`src/rtl/jt51_acc_fp_if.sv`:
```
// jt51_acc_fp_if
//   Bundles the slot-rate signals flowing from the operator pipeline into the
//   channel accumulator, and the stereo samples flowing back out.
//   master : operator pipeline side (drives phase flags, channel config, data)
//   slave  : accumulator side (jt51_acc_fp)
//   Signals:
//     cen                      clock enable
//     m1/m2/c1/c2_enters       one-hot phase flags, 8 slots each
//     op31_acc                 noise-capable slot marker
//     rl_I[1:0]                channel output enables (1 = right, 0 = left)
//     con_I[2:0]               channel connection algorithm
//     op_out[13:0]             operator output aligned to current slot
//     ne, noise_mix[11:0]      noise enable and noise sample
//     xleft/xright[15:0]       exact saturated stereo mix (registered)
//     left/right[15:0]         DAC-format quantised copies (combinational)
interface jt51_acc_fp_if;
  logic               cen;
  logic               m1_enters;
  logic               m2_enters;
  logic               c1_enters;
  logic               c2_enters;
  logic               op31_acc;
  logic        [1:0]  rl_I;
  logic        [2:0]  con_I;
  logic signed [13:0] op_out;
  logic               ne;
  logic signed [11:0] noise_mix;
  logic signed [15:0] xleft;
  logic signed [15:0] xright;
  logic signed [15:0] left;
  logic signed [15:0] right;

  modport master (
    output cen, m1_enters, m2_enters, c1_enters, c2_enters, op31_acc,
           rl_I, con_I, op_out, ne, noise_mix,
    input  xleft, xright, left, right
  );

  modport slave (
    input  cen, m1_enters, m2_enters, c1_enters, c2_enters, op31_acc,
           rl_I, con_I, op_out, ne, noise_mix,
    output xleft, xright, left, right
  );
endinterface

```
`src/rtl/jt51_acc_fp.sv`:
```
// jt51_acc_fp
//   Per-channel operator accumulator and stereo output stage of the JT51 FM
//   core. Operator outputs chosen by each channel's connection algorithm are
//   summed with 16-bit saturation in an 8-deep shift register (one word per
//   channel). Completed channel sums are mixed into 19-bit left/right
//   pre-accumulators during the C2 phase and latched, saturated, into
//   xleft/xright during the C1 phase. left/right are those samples truncated
//   to the YM2151 DAC floating-point format (10-bit mantissa, 3-bit exponent).
//   Ports:
//     clk  system clock
//     rst  asynchronous active-high reset
//     bus  jt51_acc_fp_if.slave (phase flags, channel config, data, outputs)
module jt51_acc_fp (
  input  logic         clk,
  input  logic         rst,
  jt51_acc_fp_if.slave bus
);

  // 17-bit channel sum clamped to 16 bits: overflow iff the top two bits differ
  function automatic logic signed [15:0] sat17(input logic signed [16:0] v);
    if (v[16] != v[15]) return v[16] ? 16'sh8000 : 16'sh7fff;
    return $signed(v[15:0]);
  endfunction

  // 19-bit stereo mix clamped to 16 bits
  function automatic logic signed [15:0] sat19(input logic signed [18:0] v);
    if (v > 19'sd32767)       return 16'sh7fff;
    else if (v < -19'sd32768) return 16'sh8000;
    return $signed(v[15:0]);
  endfunction

  // lin -> exp -> lin round trip. k counts redundant sign bits below bit 15
  // (capped at 6); the mantissa is the 10 bits starting at the sign, so the
  // exp-1 = 6-k bits below it are discarded. Those redundant upper bits are
  // exactly the sign extension of the mantissa, so an arithmetic shift right
  // then left by 6-k reproduces the sign-extended, re-scaled mantissa.
  function automatic logic signed [15:0] lin2fp(input logic signed [15:0] lin);
    logic [2:0] k;
    logic       run;
    logic [2:0] sh;
    k   = 3'd0;
    run = 1'b1;
    for (int i = 14; i >= 9; i--) begin
      if (run && (lin[i] == lin[15])) k = k + 3'd1;
      else                            run = 1'b0;
    end
    sh = 3'd6 - k;
    return (lin >>> sh) <<< sh;
  endfunction

  logic signed [13:0] op_val;
  logic               sum_en;
  logic signed [15:0] total;
  logic signed [16:0] sum17;
  logic signed [15:0] acc_d [8];
  logic signed [15:0] acc_q [8];
  logic signed [18:0] add_l, add_r;
  logic signed [18:0] pre_l_d, pre_l_q;
  logic signed [18:0] pre_r_d, pre_r_q;
  logic               sum_all_d, sum_all_q;
  logic signed [15:0] xleft_d, xleft_q;
  logic signed [15:0] xright_d, xright_q;

  always_comb begin
    // Noise replaces the operator only on the noise-capable slot
    op_val = (bus.ne && bus.op31_acc) ? $signed({{2{bus.noise_mix[11]}}, bus.noise_mix})
                                      : bus.op_out;

    // Which phases contribute to the channel sum for each algorithm
    case (bus.con_I)
      3'd0, 3'd1, 3'd2, 3'd3: sum_en = bus.m2_enters;
      3'd4:                   sum_en = bus.m1_enters | bus.m2_enters;
      3'd5, 3'd6:             sum_en = ~bus.c1_enters;
      default:                sum_en = 1'b1;
    endcase

    // Oldest word in the ring is this channel's value one phase ago
    total = acc_q[7];
    sum17 = $signed({{3{op_val[13]}}, op_val}) + $signed({total[15], total});

    // C2 starts a fresh channel sum; elsewhere add or pass through
    if (bus.c2_enters)
      acc_d[0] = sum_en ? $signed({{2{op_val[13]}}, op_val}) : 16'sd0;
    else if (sum_en)
      acc_d[0] = sat17(sum17);
    else
      acc_d[0] = total;
    for (int i = 1; i < 8; i++) acc_d[i] = acc_q[i-1];

    add_l = bus.rl_I[0] ? $signed({{3{total[15]}}, total}) : 19'sd0;
    add_r = bus.rl_I[1] ? $signed({{3{total[15]}}, total}) : 19'sd0;

    pre_l_d   = pre_l_q;
    pre_r_d   = pre_r_q;
    sum_all_d = sum_all_q;
    xleft_d   = xleft_q;
    xright_d  = xright_q;

    // During C2 the total is the channel's completed sum; the first C2 slot
    // after a latch reloads the mix instead of adding to it
    if (bus.c2_enters) begin
      pre_l_d   = sum_all_q ? pre_l_q + add_l : add_l;
      pre_r_d   = sum_all_q ? pre_r_q + add_r : add_r;
      sum_all_d = 1'b1;
    end

    if (bus.c1_enters) begin
      sum_all_d = 1'b0;
      xleft_d   = sat19(pre_l_q);
      xright_d  = sat19(pre_r_q);
    end
  end

  always_ff @(posedge clk or posedge rst) begin
    if (rst) begin
      for (int i = 0; i < 8; i++) acc_q[i] <= 16'sd0;
      pre_l_q   <= 19'sd0;
      pre_r_q   <= 19'sd0;
      sum_all_q <= 1'b0;
      xleft_q   <= 16'sd0;
      xright_q  <= 16'sd0;
    end else if (bus.cen) begin
      for (int i = 0; i < 8; i++) acc_q[i] <= acc_d[i];
      pre_l_q   <= pre_l_d;
      pre_r_q   <= pre_r_d;
      sum_all_q <= sum_all_d;
      xleft_q   <= xleft_d;
      xright_q  <= xright_d;
    end
  end

  assign bus.xleft  = xleft_q;
  assign bus.xright = xright_q;
  assign bus.left   = lin2fp(xleft_q);
  assign bus.right  = lin2fp(xright_q);

endmodule

```
`src/flat_wrapper.sv`:
```
// flat-port wrapper written by rule: the top's interface ports become plain ports
module jt51_acc_fp_flat 
  (clk, rst, bus_cen, bus_m1_enters, bus_m2_enters, bus_c1_enters, bus_c2_enters, bus_op31_acc, bus_rl_I, bus_con_I, bus_op_out, bus_ne, bus_noise_mix, bus_xleft, bus_xright, bus_left, bus_right);
  jt51_acc_fp_if bus_i ();
  input  logic clk;
  input  logic rst;
  input wire logic [$bits(bus_i.cen)-1:0] bus_cen;
  input wire logic [$bits(bus_i.m1_enters)-1:0] bus_m1_enters;
  input wire logic [$bits(bus_i.m2_enters)-1:0] bus_m2_enters;
  input wire logic [$bits(bus_i.c1_enters)-1:0] bus_c1_enters;
  input wire logic [$bits(bus_i.c2_enters)-1:0] bus_c2_enters;
  input wire logic [$bits(bus_i.op31_acc)-1:0] bus_op31_acc;
  input wire logic [$bits(bus_i.rl_I)-1:0] bus_rl_I;
  input wire logic [$bits(bus_i.con_I)-1:0] bus_con_I;
  input wire logic [$bits(bus_i.op_out)-1:0] bus_op_out;
  input wire logic [$bits(bus_i.ne)-1:0] bus_ne;
  input wire logic [$bits(bus_i.noise_mix)-1:0] bus_noise_mix;
  output wire logic [$bits(bus_i.xleft)-1:0] bus_xleft;
  output wire logic [$bits(bus_i.xright)-1:0] bus_xright;
  output wire logic [$bits(bus_i.left)-1:0] bus_left;
  output wire logic [$bits(bus_i.right)-1:0] bus_right;
  assign bus_i.cen = bus_cen;
  assign bus_i.m1_enters = bus_m1_enters;
  assign bus_i.m2_enters = bus_m2_enters;
  assign bus_i.c1_enters = bus_c1_enters;
  assign bus_i.c2_enters = bus_c2_enters;
  assign bus_i.op31_acc = bus_op31_acc;
  assign bus_i.rl_I = bus_rl_I;
  assign bus_i.con_I = bus_con_I;
  assign bus_i.op_out = bus_op_out;
  assign bus_i.ne = bus_ne;
  assign bus_i.noise_mix = bus_noise_mix;
  assign bus_xleft = bus_i.xleft;
  assign bus_xright = bus_i.xright;
  assign bus_left = bus_i.left;
  assign bus_right = bus_i.right;
  jt51_acc_fp u_core (.clk(clk), .rst(rst), .bus(bus_i));
endmodule
```
`config.mk`:
```
export PLATFORM = sky130hd
export DESIGN_NAME = jt51_acc_fp_flat
export DESIGN_NICKNAME = d
export VERILOG_FILES = /design/src/rtl/jt51_acc_fp_if.sv /design/src/rtl/jt51_acc_fp.sv /design/src/flat_wrapper.sv
export SDC_FILE = /design/constraint.sdc
export NUM_CORES = 1
export LEC_CHECK = 0
export ABC_AREA = 1
export CAP_MARGIN = 20
export CORE_MARGIN = 2
export CORE_UTILIZATION = 60
export DETAILED_ROUTE_END_ITERATION = 10
export PLACE_DENSITY = 0.89
export REMOVE_ABC_BUFFERS = 1
export SYNTH_ARGS = -nofsm -noshare
export SYNTH_HDL_FRONTEND = slang
export SYNTH_SLANG_ARGS = --single-unit
```
`constraint.sdc`:
```
create_clock -name clk -period 9.4 [get_ports clk]
set_input_delay 1.88 -clock clk [delete_from_list [all_inputs] [get_ports clk]]
set_output_delay 1.88 -clock clk [all_outputs]
set_load 0.01 [all_outputs]
```
==> results of run 1 <==
[logic make-up (layout without fill, tap and decap cells)]
kind of cell / Yosys count / after routing
buffers and inverters: 277 / 324
AO/OA/AOI/OAI: 334 / 334
flip-flops: 199 / 199
multiplexers: 2 / 2
adder cells (fa/ha/maj): 63 / 63
AND/OR/NAND/NOR: 958 / 958
XOR/XNOR: 33 / 33
[how the worst max path moves through the flow]
| stage | to | depth (start not counted) |
|---|---|---|
| 5_1_grt | bus_right[6] | 23 |
| 3_5_place_dp | bus_right[3] | 23 |
| 3_3_place_gp | bus_right[3] | 23 |
| 2_1_floorplan | u_core.acc_d[0] | 1 |
| 6_report | bus_right[3] | 23 |
| 4_1_cts | bus_right[3] | 23 |
[where the power goes]
| part | total (mW) | switching, mW | internal, mW |
|---|---|---|---|
| Combinational | 1.54 | 0.936 | 0.607 |
| Clock | 0.779 | 0.386 | 0.392 |
| Sequential | 1.21 | 0.178 | 1.04 |
| Total | 3.54 | 1.50 | 2.04 |
[cells in the mapped netlist, types with 2 or more instances]
library cell and instances:
nand2_1 626, dfrtp_1 199, nand3_1 197, inv_1 172
a21oi_1 169, o21ai_0 110, clkbuf_1 68, nor2_1 65
ha_1 60, xor2_1 21, nand2_2 20, nand4_1 17
buf_2 11, xnor2_1 11, nor3_1 9, o211ai_1 9
buf_1 8, o21ai_1 8, a22oi_1 7, a31oi_1 7
buf_6 6, a21o_1 5, inv_2 5, or2_2 5
o21bai_1 4, o31ai_1 4, clkinv_1 3, fa_1 3
nor2_2 3, a211oi_1 2, a32o_1 2, and2_1 2
buf_4 2, mux2_2 2, nand2_4 2, nand2_8 2
nand3_2 2, o21a_1 2, or2_1 2
[registers in the layout, summed over array words and instances, names as in the netlist]
signal,flops
u_core.pre_l_q,19
u_core.pre_r_q,19
u_core.total,16
u_core.bus.xright,16
u_core.acc_d,112
u_core.sum_all_q,1
u_core.bus.xleft,16
[through the flow]
stage	total power [mW]	area [sq um]	setup WS, ns	std cells	util (%)
CTS	3.53	14800	2.05	2193	68.3
floorplan	2.26	12700	2.09	1770	-
global route	3.80	14800	1.59	2193	68.3
detailed placement	2.75	14100	2.56	2161	65.3
finish	3.54	14800	2.03	2193	68.3
global placement	2.71	14100	2.68	2161	65.3
[critical path: cells and delay by family (launching register included)]
kind	cells	cell delay [ns]
simple gates	15	1.61
fa+ha+maj	4	1.49
flops	1	0.59
compound gates	2	0.18
buf+inv	2	1.18
[routing by layer]
metal,vias to the layer above,share of wire [%],wire length (um)
met5,-,0,0
met3,40,5.1,1610
met2,367,48,15300
met1,5788,45,14200
li1,6153,-,-
met4,0,1.3,412
[layout make-up]
type / count / share of cell area (%)
Sequential cell: 199 / 33.7
Clock buffer: 17 / 2.88
Tap cell: 280 / 2.37
Inverter: 181 / 4.67
Multi-Input combinational cell: 1390 / 47.5
Timing Repair Buffer: 111 / 7.37
Clock inverter: 15 / 1.44
==> results.md, run 1 <==
- Crit-path cells: nand2_1 -> nand2_2 -> nand3_4 -> nand2_2 -> ha_1 -> nor2_1 -> nor2_1 -> ha_1 -> nand2_1 -> nand2_1 -> ha_1 -> nor2_1 -> a31oi_1 -> ha_1 -> clkinv_1 -> nand3_1 -> nand2_1 -> nand2_1 -> nand3_1 -> nand2_2 -> nand2_1 -> a21oi_1 -> clkdlybuf4s50_1
- Fin crit share: between 70% and 80%
- GRT overflow: 0
- Worst Path Max Fanout: 22
- Die area: around 23000 sq um
- Hold_ws: approximately 0.48 ns
- R2r worst-path depth: 13
- PD cells: between 200 and 250 nW/um^2
- Die width: between 150 and 200 um
- Vias: ~12000
- Pleak: approximately 8 nW
- Routed len/inst: around 14 um
- Final ANT Viol Nets: 0
- Slowest-stage cell, CP: ha_1
- Layout cells sized above 1: roughly 4.9%
- Peak supply drop: 0.144 mV
- Final Hold Fails: 0
- Mapped cell area: between 10000 and 15000 sq um
- YS warnings: 0
- Postcts setup bufs: 0
- Row count: 54
- Clock-pin transition on the worst setup and hold timing paths: roughly 0.08 ns
- Detailed Place HPWL: ~22000 um
- Adder and majority gate portion of the synthesized area: 6.18%
- Synth Area in Compound Gates: around 14%
- CTS max path bufs: 2
- Met2 Track Usage GR: between 40% and 50%
- Sequential fraction of the synthesis area: about 38%
- F_max: around 140 MHz
- EDFF count, synth: 0
- Vias in the first global route: around 12000
- DRT iter0 DRCs: 826
- Setup TNS: 0 ns
- Final wirelength: 31500 um
- Worst Setup End Kind: output pin
- CP startpoint: u_core.bus.xright[15]
- Layout fillers: approximately 1900
- CTS tree: done
- Relative slew margins: around a third
- Final Skew: between 0.008 and 0.009 ns
- # Max-Cap Violations: 0
- Placer Congestion: approximately 0.96
- DR vias/cell: about 5.6
- Mux contribution to synthesized area: less than 1%
- Crit start category: flip-flop
- WP data arrival: 5.49 ns
- Commonest non-fill, non-tap cells in the layout: nand2_1, dfrtp_1, nand3_1
- Core box area: approximately 22000 sq um
- Netlist cell types: 53
- Drt pass-1 iters: 5
- Worst-skew pair later-pin latency: about 0.45 ns
- Top cells by area, synth: dfrtp_1, nand2_1, nand3_1
- Synth-to-layout area growth: 12.6%
- Port Buffer Count: a little over 100
- Worst Hold Class: flip-flop to flip-flop
- First-pass GRT wire length: 53800 um
- Flops & latches, synth: approximately 200
- Crit path top cell by count: nand2_1
- Post-layout min period: approximately 7.4 ns
- Busiest grt layer: met2
- Final Max Tran Viols: 0
- Io pins: around 100
- Initial antenna violation count: 0
- Post-Syn Area per Cell: 7.03 sq um
- Storage element area: 4980 sq um
- Global-route usage over all layers: between 20% and 30%
- Starting Density: 60.6%
- Reg-to-reg startpoint: u_core.total[0]
- Min-delay src: u_core.acc_d[50]
- Worst R2R Setup Slack: roughly 6.2 ns
- Ys flop type: dfrtp_1
- Met1 Usage GRT: a little under two fifths
- Simple-Gate Fraction of Synth Area: approximately 31%
- Clock sinks: around 200
- Drt drc: 0
- Dominant combinational cell family by area after synthesis: simple AND/OR/NAND/NOR gates
- Critical path class: flip-flop to output pin
- Yosys top cell area share: 38.0%
- Area of the multi-input gates: roughly 7000 sq um
- Met3 usage in global routing: 3.65%
- Hold buffers post-CTS: 0
- Post-cts resize count: 0
- H-Tree Depth: 4
- Commonest non-fill, non-tap cell in the layout: nand2_1
- RSZ-0062 raised after global routing: false
- ANT cells: 0
- Pin count of the biggest net entering global routing: 131
- Actual slew at the worst max-slew pin: between 0.9 and 1 ns
- Req. time, crit path: approximately 7.5 ns
- Slowest stage delay, CP: 0.74 ns
- Mapped Cells: between 1500 and 2000
- Area leader, netlist: dfrtp_1
- Final nets: around 2000
- Ys async rst share: between 90% and 100%
- CTS root buf: clkbuf_16
- Final setup violation count: 0
- Die Height: around 150 um
- Worst r2r dst: u_core.acc_d[103]
- TritonCTS Buffers: 17
- Hold Path Stages: 2
- Status: complete, no violations
- Xor/xnor share of the synthesized area: around 2.3%
- WHS Endpoint: u_core.acc_d[50]
(Power assumes the default switching activity.)
==> run 2: changes to the inputs <==
- clock period: 9.4 -> 7.6 ns (I/O delays scaled with it)
==> run 2 against run 1 <==
  * Sequential power up 24%
  * Routed wire length up 1.6%
  * Largest cell class unchanged
  * Via count up 1.2%
  * Flip-flop and latch count unchanged
  * Register-to-register slack worse by 1.9 ns
  * First-iteration DRC count up 23%
  * Worst hold slack about the same
  * Cell count about the same
  * Clock skew up 0.0021 ns
  * Final area about the same
  * Sequential share of layout area about the same
==> results.md, run 2 (synthesis gave the netlist of run 1 again) <==
- Worst-skew pair later-pin latency: between 0.4 and 0.5 ns
- Final Skew: ~0.011 ns
- CP delay by family, top: simple AND/OR/NAND/NOR gates
- DP Worst Slack: 1.06 ns
- Min-delay src: u_core.acc_d[51]
- Setup TNS: 0 ns
- CTS root buf: clkbuf_16
- Slowest stage delay, CP: approximately 0.75 ns
- Crit start category: flip-flop
- Post-route cell area: approximately 15000 sq um
- Die area: ~23000 sq um
- Peak supply drop: roughly 0.17 mV
- Clock sinks: 199
- Post-cts resize count: 0
- Commonest non-fill, non-tap cells in the layout: nand2_1, dfrtp_1, nand3_1
- F_max: between 100 and 150 MHz
- Met1 Usage GRT: 37.6%
- DR vias/cell: between 5 and 6
- Starting Density: about three fifths
- Final Total Pwr: approximately 4.4 mW
- Vias in the first global route: between 10000 and 15000
- Worst Setup End Kind: output pin
- Commonest non-fill, non-tap cell in the layout: nand2_1
- Final nets: 2004
- Met2 Track Usage GR: a little under half
- First-pass GRT wire length: ~54000 um
- RSZ-0062 raised after global routing: false
- Core Util, Final: ~68%
- DRT iter0 DRCs: between 1000 and 1500
- Fin crit share: 93.1%
- Synth-to-layout area growth: 12.6%
- Hold buffers post-CTS: 0
- Layout Cells excl Fill: between 2000 and 2500
- Area of the multi-input gates: ~7000 sq um
- Die Height: roughly 150 um
- Detailed Place HPWL: approximately 22000 um
- Layout fillers: between 1500 and 2000
- Drt drc: 0
- Port Buffer Count: 103
- Final Hold Fails: 0
- Busiest grt layer: met2
- DP Area: about 14000 sq um
- Final setup violation count: 0
- GRT overflow: 0
- H-Tree Depth: 4
- Worst Path Max Fanout: 22
- Met3 usage in global routing: 3.62%
- Setup ws final: approximately 0.53 ns
- Pleak: 7.85 nW
- Pin count of the biggest net entering global routing: about 140
- Global-route usage over all layers: between 20% and 30%
- Initial antenna violation count: 0
- Final Max Tran Viols: 0
- Final ANT Viol Nets: 0
- Vias: between 10000 and 15000
- Layout cells sized above 1: under 10%
- Actual slew at the worst max-slew pin: 0.945 ns
- Io pins: about 100
- Crit path top cell by count: nand2_1
- Placer Congestion: about 0.96
- Clock-pin transition on the worst setup and hold timing paths: 0.08 ns
- Post-layout min period: ~7.1 ns
- Drt pass-1 iters: 6
- Postcts setup bufs: 0
- Cells after DPL: 2162
- Hold_ws: 0.476 ns
- Crit-path cells: nand2_1 -> nand2_2 -> nand3_4 -> nand2_2 -> ha_1 -> nor2_1 -> nor2_1 -> ha_1 -> nand2_1 -> nand2_1 -> ha_1 -> nor2_1 -> a31oi_1 -> ha_1 -> clkinv_1 -> nand3_1 -> nand2_1 -> nand2_1 -> nand3_1 -> nand2_2 -> nand2_1 -> a21oi_1 -> clkdlybuf4s50_1
- Status: complete, no violations
- Core box area: roughly 22000 sq um
- CP Buf/Inv Count: 2
- Slowest-stage cell, CP: ha_1
- Max FFs per register: ~110
- PD cells: a little under 300 nW/um^2
- WP data arrival: 5.55 ns
- Final wirelength: roughly 32000 um
- Die width: 152 um
- Relative slew margins: between 30% and 40%
- Req. time, crit path: between 6 and 7 ns
- CP startpoint: u_core.bus.xright[15]
- TritonCTS Buffers: 17
- Row count: 54
- CTS tree: done
- Reg-to-reg startpoint: u_core.total[0]
- ANT cells: 0
- CTS max path bufs: 2
- Routed len/inst: approximately 15 um
- Critical path class: flip-flop to output pin
- # Max-Cap Violations: 0
- Worst Hold Class: flip-flop to flip-flop
- Storage element area: 4980 sq um
-- run 2: cell count changes in the layout (fill, tap and decap cells not counted) --
| cell | delta |
|---|---|
| clkinv_8 | -1 |
| inv_6 | -1 |
| buf_4 | +1 |
| inv_8 | +2 |
-- run 2: layout make-up --
| cell class | instances | share of cell area, % |
|---|---|---|
| multi-input combinational | 1390 | 47.5 |
| sequential | 199 | 33.7 |
| inverter | 181 | 4.67 |
| clock buffer | 17 | 2.88 |
| clock inverter | 15 | 1.42 |
| tap | 280 | 2.37 |
| timing repair buffer | 112 | 7.42 |
-- run 2: worst paths after layout --
kind | endpoint | slack (ns) | cells after the start
setup / recovery | bus_right[3] | 0.53 | 23
hold / removal | u_core.acc_d[51] | 0.48 | 2
setup reg to reg | u_core.acc_d[99] | 4.32 | 14
hold reg to reg | u_core.acc_d[51] | 0.48 | 2
max in group asynchronous | u_core.pre_l_q[12] | 4.60 | 3
min in group asynchronous | u_core.pre_r_q[1] | 1.69 | 2
-- run 2: worst reg2reg max path: stages (launching register included) --
cell	delay, ns
dfrtp_1	0.51
ha_1	0.29
fa_1	0.43
a21oi_1	0.17
o21ai_1	0.12
nand2_1	0.09
nand2_1	0.14
nand3_1	0.11
nand2_1	0.08
xor2_1	0.23
nor2_1	0.09
nor2_2	0.47
o21ai_0	0.24
nand2_1	0.13
nand3_1	0.07
-- run 2: power breakdown --
part | internal [mW] | leakage, nW | switching (mW)
sequential | 1.28 | 2.46 | 0.220
combinational | 0.752 | 5.08 | 1.17
clock | 0.486 | 0.309 | 0.482
total | 2.52 | 7.85 | 1.87
-- run 2: per-layer routing --
metal / routed length, um / up-vias
met5: 0 / -
met4: 663 / 0
met3: 1760 / 57
met2: 15400 / 418
met1: 14200 / 5865
li1: - / 6155
==> run 3: changes to the inputs <==
- RECOVER_POWER: default -> 100
==> run 3 against run 2 <==
  * The run now ends with capacitance limit, slew limit left
  * Cell count unchanged
  * Worst hold slack barely moved
  * Non-clock buffer count unchanged
  * Critical endpoint is now bus_right[6]
  * Core utilization fell by 0.13 points
  * Critical path type unchanged
  * Highest routed layer unchanged
  * First-iteration DRC count shrank 2.0%
==> results.md, run 3 (synthesis gave the netlist of run 1 again) <==
- DR vias/cell: 5.67
- Worst Path Max Fanout: 22
- Global-route usage over all layers: between 20% and 30%
- Pin count of the biggest net entering global routing: 142
- H-Tree Depth: 4
- R2r worst-path depth: 14
- Clock sinks: about 200
- CTS tree: done
- Row count: 54
- Storage element area: between 4000 and 5000 sq um
- CP startpoint: u_core.bus.xright[15]
- Final wirelength: ~32000 um
- Drt pass-1 iters: 5
- Die Height: roughly 150 um
- Layout fillers: 1856
- Worst R2R Setup Slack: roughly 4 ns
- F_max: approximately 140 MHz
- Hold_ws: approximately 0.48 ns
- Worst-skew pair later-pin latency: 0.45 ns
- DRT iter0 DRCs: about 1000
- Layout cells sized above 1: 4.55%
- Worst r2r dst: u_core.acc_d[100]
- Crit start category: flip-flop
- Routed len/inst: about 15 um
- RSZ-0062 raised after global routing: false
- Clock-pin transition on the worst setup and hold timing paths: ~0.080 ns
- Peak supply drop: between 0.15 and 0.2 mV
- Relative slew margins: -139%
- Met3 usage in global routing: under 10%
- # Max-Cap Violations: 6
- Port Buffer Count: 103
- Pleak: around 7.8 nW
- Placer Congestion: ~0.96
- Final Skew: between 0.01 and 0.015 ns
- Commonest non-fill, non-tap cell in the layout: nand2_1
- Die area: ~23000 sq um
- Actual slew at the worst max-slew pin: between 3 and 4 ns
- PD cells: just under 300 nW/um^2
- First-pass GRT wire length: approximately 54000 um
- Synth-to-layout area growth: 12.4%
- Max FFs per register: around 110
- Met2 Track Usage GR: 46.5%
- Die width: 152 um
- Initial antenna violation count: 0
- Req. time, crit path: 6.08 ns
- Vias in the first global route: about 12000
- Worst Hold Class: flip-flop to flip-flop
- Fin crit share: between 90% and 100%
- Final Max Tran Viols: around 450
- WP data arrival: approximately 5.6 ns
- Final nets: between 2000 and 2500
- Critical path class: flip-flop to output pin
- TritonCTS Buffers: 17
- Postcts setup bufs: 0
- Io pins: between 100 and 150
- Starting Density: 60.6%
- Met1 Usage GRT: 37.6%
- Layout Cells excl Fill: around 2200
- Detailed Place HPWL: roughly 22000 um
- Reg-to-reg startpoint: u_core.total[0]
- Post-layout min period: between 7 and 8 ns
- Violated checks: capacitance limit, slew limit
- Post-cts resize count: 0
- CTS root buf: clkbuf_16
- Status: finished, violations left
- Core Util, Final: about two thirds
- ANT cells: 0
- Core box area: approximately 22000 sq um
- Hold Path Stages: 2
- Busiest grt layer: met2
- GRT overflow: 0
- CTS max path bufs: 2
- Worst Setup End Kind: output pin
- Area of the multi-input gates: around 7000 sq um
- Hold buffers post-CTS: 0
- Vias: about 12000
- Drt drc: 0
- Final Hold Fails: 0
- Setup TNS: 0 ns
- Cells after DPL: between 2000 and 2500
- Setup crit end: bus_right[6]
- Commonest non-fill, non-tap cells in the layout: nand2_1, dfrtp_1, nand3_1
- Final setup violation count: 0
- Final ANT Viol Nets: 0
==> run 3: cell types whose count changed in the layout (fill, tap and decap cells not counted), sizes merged <==
cell,change
clkdlybuf4s50,-64
inv,-1
clkinvlp,+1
clkbuf,+6
dlygate4sd3,+64
buf,-6
==> run 3: critical path, cell delays in order, from the launching register on <==
cell           delay, ns
dfrtp_1             0.58
nand2_1             0.15
nand2_2             0.14
nand3_4             0.11
nand2_2             0.10
ha_1                0.23
nor2_1              0.13
nor2_1              0.08
ha_1                0.27
nand2_1             0.09
nand2_1             0.06
ha_1                0.27
nor2_1              0.10
a31oi_1             0.05
ha_1                0.75
clkinv_1            0.62
nand3_1             0.24
nand2_1             0.08
nand2_1             0.08
nand3_1             0.11
nand3_1             0.13
nand3_1             0.09
nand2_1             0.09
dlygate4sd3_1       0.60
==> run 3: worst min-delay path by stage <==
stage                                 from                to  slack, ns
final                     u_core.acc_d[51]  u_core.acc_d[51]       0.48
after global routing      u_core.acc_d[56]  u_core.acc_d[56]       0.49
after CTS                 u_core.acc_d[56]  u_core.acc_d[56]       0.48
after detailed placement  u_core.acc_d[16]  u_core.acc_d[16]       0.46
after global placement    u_core.acc_d[32]  u_core.acc_d[32]       0.45
after floorplan           u_core.acc_d[15]  u_core.acc_d[15]       0.44
==> run 3: layout make-up <==
cell class	count	area share [%]
Clock inverter	15	1.43
Tap cell	280	2.38
Inverter	181	4.65
Multi-Input combinational cell	1390	47.6
Timing Repair Buffer	112	7.29
Clock buffer	17	2.89
Sequential cell	199	33.8
==> run 3: metrics by stage <==
stage          cell area (sq um)  power (mW)  setup slack (ns)
5_1_grt                    14700        4.67            0.0626
4_1_cts                    14800        4.38             0.573
6_report                   14700        4.35             0.506
3_3_place_gp               14100        3.35              1.23
2_1_floorplan              12700        2.80             0.654
3_5_place_dp               14100        3.41              1.06
==> run 3: layer usage <==
metal	wire, um	vias to the layer above
met5	0	-
met4	669	0
met3	1600	54
met2	15400	401
met1	14300	5824
li1	-	6151
==> run 3: where the power goes <==
| group | internal, mW | leakage (nW) | total, mW | switching, mW |
|---|---|---|---|---|
| registers | 1.28 | 2.46 | 1.50 | 0.217 |
| logic | 0.712 | 5.00 | 1.88 | 1.16 |
| clock network | 0.486 | 0.309 | 0.969 | 0.483 |
| total | 2.48 | 7.77 | 4.35 | 1.86 |
